$ cat src/rtl/bit_plane_packer_pkg.sv
// Shared types, defaults and plane-mask helpers for the bit-plane packer.
package img_pkg;

  localparam int unsigned PIXEL_WIDTH_DEF = 8;
  localparam int unsigned PACK_WIDTH_DEF  = 8;
  // Widest plane mask the helper functions handle.
  localparam int unsigned MaxPlanes       = 32;

  typedef enum logic [1:0] {
    StIdle,
    StCollect,
    StEmit,
    StDone
  } state_e;

  // Lowest set bit of mask at index >= from; MaxPlanes when there is none.
  function automatic int unsigned next_set_bit(logic [MaxPlanes-1:0] mask, int unsigned from);
    int unsigned res;
    logic        found;
    res   = MaxPlanes;
    found = 1'b0;
    for (int unsigned i = 0; i < MaxPlanes; i++) begin
      if (!found && mask[i] && (i >= from)) begin
        res   = i;
        found = 1'b1;
      end
    end
    return res;
  endfunction

  // Highest set bit of mask; 0 for an empty mask.
  function automatic int unsigned highest_set_bit(logic [MaxPlanes-1:0] mask);
    int unsigned res;
    res = 0;
    for (int unsigned i = 0; i < MaxPlanes; i++) begin
      if (mask[i]) res = i;
    end
    return res;
  endfunction

endpackage

$ cat src/rtl/bit_plane_packer_if.sv
// Pixel input stream and plane output stream of the bit-plane packer.
interface bit_plane_packer_if #(
  parameter int unsigned PIXEL_WIDTH = 8,
  parameter int unsigned PACK_WIDTH  = 8
);
  localparam int unsigned IdxW = (PIXEL_WIDTH > 1) ? $clog2(PIXEL_WIDTH) : 1;

  logic [PIXEL_WIDTH-1:0] pix_in;
  logic                   pix_valid;
  logic                   pix_ready;
  logic [PACK_WIDTH-1:0]  plane_word;
  logic [IdxW-1:0]        plane_idx;
  logic                   plane_valid;
  logic                   plane_ready;
  logic                   frame_last;

  // Packer side: sinks pixels, sources plane words.
  modport master (
    input  pix_in, pix_valid, plane_ready,
    output pix_ready, plane_word, plane_idx, plane_valid, frame_last
  );

  // Environment side: sources pixels, sinks plane words.
  modport slave (
    output pix_in, pix_valid, plane_ready,
    input  pix_ready, plane_word, plane_idx, plane_valid, frame_last
  );
endinterface

$ cat src/rtl/bit_plane_packer_plane_buffer.sv
// PIXEL_WIDTH x PACK_WIDTH bit array: one row per plane, one column per pixel slot.
module plane_buffer #(
  parameter int unsigned PIXEL_WIDTH = 8,
  parameter int unsigned PACK_WIDTH  = 8,
  localparam int unsigned SlotW = (PACK_WIDTH > 1) ? $clog2(PACK_WIDTH) : 1,
  localparam int unsigned IdxW  = (PIXEL_WIDTH > 1) ? $clog2(PIXEL_WIDTH) : 1
) (
  input  logic                   clk_i,
  input  logic                   rst_i,
  input  logic                   clr_i,
  input  logic                   wr_en_i,
  input  logic [SlotW-1:0]       wr_slot_i,
  input  logic [PIXEL_WIDTH-1:0] wr_pix_i,
  input  logic [IdxW-1:0]        rd_plane_i,
  // Row as it will be after this edge, so a registered reader sees the pixel being written.
  output logic [PACK_WIDTH-1:0]  rd_word_o
);

  logic [PIXEL_WIDTH-1:0][PACK_WIDTH-1:0] mem_q, mem_d;

  // Next contents: clear wins over a slot write.
  always_comb begin
    mem_d = mem_q;
    if (clr_i) begin
      mem_d = '0;
    end else if (wr_en_i) begin
      for (int p = 0; p < PIXEL_WIDTH; p++) begin
        mem_d[p][wr_slot_i] = wr_pix_i[p];
      end
    end
  end

  assign rd_word_o = mem_d[rd_plane_i];

  // Storage register.
  always_ff @(posedge clk_i) begin
    if (rst_i) mem_q <= '0;
    else       mem_q <= mem_d;
  end

endmodule

$ cat src/rtl/bit_plane_packer.sv
// Slices a frame of pixels into bit planes and streams one packed word per enabled plane.
module bit_plane_packer
  import img_pkg::*;
#(
  parameter int unsigned            PIXEL_WIDTH = PIXEL_WIDTH_DEF,
  parameter int unsigned            PACK_WIDTH  = PACK_WIDTH_DEF,
  parameter int unsigned            NUM_PIXELS  = 64,
  parameter logic [PIXEL_WIDTH-1:0] PLANE_MASK  = '1
) (
  input  logic               clk,
  input  logic               rst,
  input  logic               start,
  bit_plane_packer_if.master bus,
  output logic               busy,
  output logic               done
);

  localparam int unsigned IdxW  = (PIXEL_WIDTH > 1) ? $clog2(PIXEL_WIDTH) : 1;
  localparam int unsigned SlotW = (PACK_WIDTH > 1) ? $clog2(PACK_WIDTH) : 1;
  localparam int unsigned CntW  = $clog2(NUM_PIXELS + 1);
  localparam logic [MaxPlanes-1:0] MaskExt = MaxPlanes'(PLANE_MASK);
  localparam int unsigned FirstPlane = next_set_bit(MaskExt, 0);
  localparam int unsigned LastPlane  = highest_set_bit(MaskExt);

  if (PLANE_MASK == '0) begin : gen_bad_mask
    $error("PLANE_MASK must enable at least one plane");
  end
  if (NUM_PIXELS < 1) begin : gen_bad_num
    $error("NUM_PIXELS must be at least 1");
  end
  if (PIXEL_WIDTH > MaxPlanes) begin : gen_bad_width
    $error("PIXEL_WIDTH exceeds supported plane count");
  end

  state_e                state_q, state_d;
  logic [SlotW-1:0]      slot_q, slot_d;
  logic [CntW-1:0]       cnt_q, cnt_d;
  logic [IdxW-1:0]       idx_q, idx_d;
  logic [PACK_WIDTH-1:0] word_q, word_d, rd_word;
  logic pix_ready_q, pix_ready_d, valid_q, valid_d, last_q, last_d;
  logic busy_q, busy_d, done_q, done_d;

  logic pix_xfer, plane_xfer, group_end, last_plane, frame_full, wr_en, clr;

  assign pix_xfer   = bus.pix_valid && pix_ready_q;
  assign plane_xfer = valid_q && bus.plane_ready;
  assign group_end  = (slot_q == SlotW'(PACK_WIDTH - 1)) || (cnt_q == CntW'(NUM_PIXELS - 1));
  assign last_plane = (idx_q == IdxW'(LastPlane));
  assign frame_full = (cnt_q == CntW'(NUM_PIXELS));
  assign wr_en      = (state_q == StCollect) && pix_xfer;
  // Buffer is wiped on frame start and between groups of the same frame.
  assign clr = ((state_q == StIdle) && start) ||
               ((state_q == StEmit) && plane_xfer && last_plane && !frame_full);

  plane_buffer #(
    .PIXEL_WIDTH (PIXEL_WIDTH),
    .PACK_WIDTH  (PACK_WIDTH)
  ) u_plane_buffer (
    .clk_i      (clk),
    .rst_i      (rst),
    .clr_i      (clr),
    .wr_en_i    (wr_en),
    .wr_slot_i  (slot_q),
    .wr_pix_i   (bus.pix_in),
    .rd_plane_i (idx_d),
    .rd_word_o  (rd_word)
  );

  // State register.
  always_ff @(posedge clk) begin
    if (rst) state_q <= StIdle;
    else     state_q <= state_d;
  end

  // Next-state decode.
  always_comb begin
    state_d = state_q;
    unique case (state_q)
      StIdle:    if (start) state_d = StCollect;
      StCollect: if (pix_xfer && group_end) state_d = StEmit;
      StEmit:    if (plane_xfer && last_plane) state_d = frame_full ? StDone : StCollect;
      StDone:    state_d = StIdle;
      default:   state_d = StIdle;
    endcase
  end

  // Slot and pixel counters; slot restarts at each group boundary.
  always_comb begin
    slot_d = slot_q;
    cnt_d  = cnt_q;
    if ((state_q == StIdle) && start) begin
      slot_d = '0;
      cnt_d  = '0;
    end else if (wr_en) begin
      cnt_d  = cnt_q + 1'b1;
      slot_d = group_end ? '0 : slot_q + 1'b1;
    end else if (clr) begin
      slot_d = '0;
    end
  end

  // Next values of the registered outputs, derived from the upcoming state.
  always_comb begin
    pix_ready_d = (state_d == StCollect);
    valid_d     = (state_d == StEmit);
    busy_d      = (state_d != StIdle);
    done_d      = (state_d == StDone);
    if (state_d != StEmit)      idx_d = '0;
    else if (state_q != StEmit) idx_d = IdxW'(FirstPlane);
    else if (plane_xfer)        idx_d = IdxW'(next_set_bit(MaskExt, 32'(idx_q) + 32'd1));
    else                        idx_d = idx_q;
    last_d = valid_d && (idx_d == IdxW'(LastPlane)) && (cnt_d == CntW'(NUM_PIXELS));
  end

  assign word_d = valid_d ? rd_word : '0;

  // Counter and output registers.
  always_ff @(posedge clk) begin
    if (rst) begin
      slot_q      <= '0;
      cnt_q       <= '0;
      idx_q       <= '0;
      word_q      <= '0;
      pix_ready_q <= 1'b0;
      valid_q     <= 1'b0;
      last_q      <= 1'b0;
      busy_q      <= 1'b0;
      done_q      <= 1'b0;
    end else begin
      slot_q      <= slot_d;
      cnt_q       <= cnt_d;
      idx_q       <= idx_d;
      word_q      <= word_d;
      pix_ready_q <= pix_ready_d;
      valid_q     <= valid_d;
      last_q      <= last_d;
      busy_q      <= busy_d;
      done_q      <= done_d;
    end
  end

  assign bus.pix_ready   = pix_ready_q;
  assign bus.plane_valid = valid_q;
  assign bus.plane_word  = word_q;
  assign bus.plane_idx   = idx_q;
  assign bus.frame_last  = last_q;
  assign busy            = busy_q;
  assign done            = done_q;

endmodule

$ cat src/flat_wrapper.sv
// flat-port wrapper written by rule: the top's interface ports become plain ports
module bit_plane_packer_flat import img_pkg::*;
#(
  parameter int unsigned            PIXEL_WIDTH = PIXEL_WIDTH_DEF,
  parameter int unsigned            PACK_WIDTH  = PACK_WIDTH_DEF,
  parameter int unsigned            NUM_PIXELS  = 64,
  parameter logic [PIXEL_WIDTH-1:0] PLANE_MASK  = '1
)
  (clk, rst, start, busy, done, bus_pix_in, bus_pix_valid, bus_plane_ready, bus_pix_ready, bus_plane_word, bus_plane_idx, bus_plane_valid, bus_frame_last);
  bit_plane_packer_if #(.PIXEL_WIDTH(PIXEL_WIDTH), .PACK_WIDTH(PACK_WIDTH)) bus_i ();
  input  logic clk;
  input  logic rst;
  input  logic start;
  output logic busy;
  output logic done;
  input wire logic [$bits(bus_i.pix_in)-1:0] bus_pix_in;
  input wire logic [$bits(bus_i.pix_valid)-1:0] bus_pix_valid;
  input wire logic [$bits(bus_i.plane_ready)-1:0] bus_plane_ready;
  output wire logic [$bits(bus_i.pix_ready)-1:0] bus_pix_ready;
  output wire logic [$bits(bus_i.plane_word)-1:0] bus_plane_word;
  output wire logic [$bits(bus_i.plane_idx)-1:0] bus_plane_idx;
  output wire logic [$bits(bus_i.plane_valid)-1:0] bus_plane_valid;
  output wire logic [$bits(bus_i.frame_last)-1:0] bus_frame_last;
  assign bus_i.pix_in = bus_pix_in;
  assign bus_i.pix_valid = bus_pix_valid;
  assign bus_i.plane_ready = bus_plane_ready;
  assign bus_pix_ready = bus_i.pix_ready;
  assign bus_plane_word = bus_i.plane_word;
  assign bus_plane_idx = bus_i.plane_idx;
  assign bus_plane_valid = bus_i.plane_valid;
  assign bus_frame_last = bus_i.frame_last;
  bit_plane_packer #(.PIXEL_WIDTH(PIXEL_WIDTH), .PACK_WIDTH(PACK_WIDTH), .NUM_PIXELS(NUM_PIXELS), .PLANE_MASK(PLANE_MASK)) u_core (.clk(clk), .rst(rst), .start(start), .bus(bus_i), .busy(busy), .done(done));
endmodule
$ cat config.mk
export PLATFORM = sky130hd
export DESIGN_NAME = bit_plane_packer_flat
export DESIGN_NICKNAME = d
export VERILOG_FILES = /design/src/rtl/bit_plane_packer_pkg.sv /design/src/rtl/bit_plane_packer_if.sv /design/src/rtl/bit_plane_packer_plane_buffer.sv /design/src/rtl/bit_plane_packer.sv /design/src/flat_wrapper.sv
export SDC_FILE = /design/constraint.sdc
export NUM_CORES = 1
export LEC_CHECK = 0
export BUFFER_PORTS_ARGS = -buffer_cell sky130_fd_sc_hd__buf_2
export CORE_UTILIZATION = 50
export CTS_CLUSTER_DIAMETER = 80
export DETAILED_ROUTE_END_ITERATION = 8
export PLACE_DENSITY = 0.74
export SLEW_MARGIN = 20
export SYNTH_ARGS = -nofsm -noshare
export SYNTH_HDL_FRONTEND = slang
export SYNTH_SLANG_ARGS = --single-unit
$ cat constraint.sdc
create_clock -name clk -period 2.25 [get_ports clk]
set_input_delay 0.675 -clock clk [delete_from_list [all_inputs] [get_ports clk]]
set_output_delay 0.675 -clock clk [all_outputs]
set_load 0.03 [all_outputs]
==> impl_metrics.tcl <==
set metrics [dict create \
    slew_violations 0 \
    outcome "finished, final reports clean" \
    synth_area_leaders "dfxtp_1, mux2i_1, nor2_1" \
    synthCells 432 \
    first_global_vias 3235 \
    yosys-top-cells-count "dfxtp_1, mux2i_1, nor2_1" \
    cts_root_buf "clkbuf_8" \
    clk_latency_ns 0.37 \
    fp.dieArea_sq_mm 0.00870 \
    start_util_pct 52.8 \
    crit_fanout 8 \
    grt_remaining_overflow 0 \
    synth.distinct_cells 57 \
    fin_setup_tns_ns 0 \
    drv_cap 0 \
    crit_path_end_kind "flop" \
    final_cell_count_no_fill 591 \
    routed_via_density 5.61 \
    boundaryPins 29 \
    rsz0062_at_grt "true" \
    die_w_um 93.3 \
    drt_iter0_markers 207 \
    postRouteAntennaNets 0 \
    leakage_uw 0.00195 \
    synth_most_common_cell "dfxtp_1" \
    routedWlPerCell_um 16.3 \
    ys.flop_type "dfxtp_1" \
    port_buffers 28 \
    coreArea_sq_mm 0.00789 \
    cp.required_ns 2.55 \
    relSlewSlack_pct 72.8 \
    syn_nets 452 \
    cts_buffers 9 \
    synth_top_area_share_pct 44.2 \
    cp-start-kind "flop" \
    drive_gt1_share_pct 26.2 \
    async_reset_ff_share_pct 0 \
    ys_seq_area_share_pct 44.2 \
    ys_seq_elements 92 \
    grtUsageTotal_pct 23.6 \
    die_h_um 93.3 \
    final_cell_area_sq_mm 0.00502 \
    skew_ns 0.0192 \
    placed_cell_area_sq_mm 0.00474 \
    cp.arrival_ns 2.47 \
    final_core_util_pct 63.6 \
    ys_warn_count 0 \
    hp-class "reg2reg" \
    antenna_found_initial 0 \
    place_hpwl_um 6710 \
    post-route-period-util_pct 96.7 \
    rows 32 \
    syn_avg_cell_area_sq_um 9.64 \
    drt-total-wl_um 9660 \
    dp.cells 575 \
    fmax_mhz 460 \
    post-route-drc-count 0 \
    cts_sinks 92 \
    yosysTopAreaCell "dfxtp_1" \
    synth.cell_area_sq_mm 0.00417 \
    nFillCells 649 \
    final_nets 504 \
    path_clk_slew_ns 0.09 \
    setup_viol 0 \
    hold_ws_ns 0.494 \
    crit_type "reg2reg" \
    h-tree-depth 3 \
    cts_setup_buffers 0 \
    worstMarginPinSlew_ns 0.404 \
    synth-edff-count 0 \
    antenna_cells 0 \
    fin_crit_ns 2.18 \
    first_pass_iters 4 \
    cts_buffer_depth 2 \
    vdd_ir_drop_max_mv 0.462 \
    grt_max_degree 49 \
    num_vias 3316 \
    grt_pass1_wl_um 15800 \
    area_growth_syn_to_layout_pct 20.5 \
    powerDensity_mw_per_mm2 606 \
    place_congestion 0.855 \
    hold_viol_final 0 \
    cts_tree "yes" \
]
==> kinds of logic (layout without fill, tap and decap cells) <==
logic type	count (synthesis)	after routing	share of synthesized area, %
flip-flops	92	92	44.2
adder cells (fa/ha/maj)	7	7	2.10
AO/OA/AOI/OAI	56	56	9.52
multiplexers	84	84	20.3
XOR/XNOR	5	5	1.05
AND/OR/NAND/NOR	148	148	18.4
buffers and inverters	40	97	4.48
==> metrics by stage <==
step / total power (uW) / setup WS (ns)
2_1_floorplan: 1830 / 0.00937
6_report: 3040 / 0.0738
4_1_cts: 3050 / 0.0273
3_5_place_dp: 1920 / -0.0940
3_3_place_gp: 1920 / -0.0490
5_1_grt: 3150 / -0.0502
==> metal layers <==
layer,part of all wire [%],vias to the layer above,track usage (%)
li1,-,1622,-
met5,0,-,0
met4,1.3,0,6.67
met2,48,70,39.5
met1,46,1612,30.7
met3,4.0,12,4.80
==> final cells by class <==
cell class	instances	area [sq um]	area share, %
multi-input cells	300	2230	44.4
flip-flops and latches	92	1850	36.8
repair buffers	73	578	11.5
well taps	102	128	2.54
clock buffers	9	124	2.47
clock inverters	7	81.3	1.62
inverters	8	30.0	0.598
==> sequential cells by signal, summed over array words and instances (netlist names) <==
name and count:
u_core.state_q 2, u_core.bus.frame_last 1, u_core.done 1, u_core.bus.plane_word 8, u_core.u_plane_buffer.mem_q 64, u_core.busy 1, u_core.bus.pix_ready 1, u_core.bus.plane_idx 3
u_core.bus.plane_valid 1, u_core.slot_q 3, u_core.cnt_q 7
==> power breakdown <==
part / leakage [uW] / total [uW] / switching [uW] / internal (uW)
Combinational: 0.00110 / 233 / 152 / 80.6
Sequential: 0.000744 / 1660 / 16.4 / 1640
Clock: 0.000106 / 1150 / 621 / 531
==> repair_timing <==
item | in CTS | in global routing
endpoints found under the setup margin | 0 | 10
resized for setup | 0 | 15
hold buffers | 0 | 0
==> critical path, cell delays in order, from the launching register on <==
cell and delay [ns]:
dfxtp_4 0.38, ha_2 0.18, ha_2 0.19, and3_4 0.18
or4_4 0.53, and2_4 0.24, a22oi_1 0.17, nand3_1 0.09
a21oi_1 0.15
==> placed cells by master, fill, tap and decap left out, drive strengths merged, types with 4 or more instances in the layout <==
cell and n:
nand3 20, and3 4, nand2b 4, ha 7, o21ai 6, nand2 15
clkbuf 9, mux2i 81, inv 11, nor2 80, buf 73, dfxtp 92
a22oi 22, a21oi 11, o22ai 4, nor3 4
==> path summary, 6_finish.rpt <==
kind / from / end / slack (ns) / cells after the start
max: u_core.bus.plane_idx[0] / u_core.bus.plane_word[6] / 0.07 / 8
min reg2reg: u_core.u_plane_buffer.mem_q[31] / u_core.u_plane_buffer.mem_q[31] / 0.49 / 2
max reg2reg: u_core.bus.plane_idx[0] / u_core.bus.plane_word[6] / 0.07 / 8
min: u_core.u_plane_buffer.mem_q[31] / u_core.u_plane_buffer.mem_q[31] / 0.49 / 2
Power figures use the tool's default switching activity.
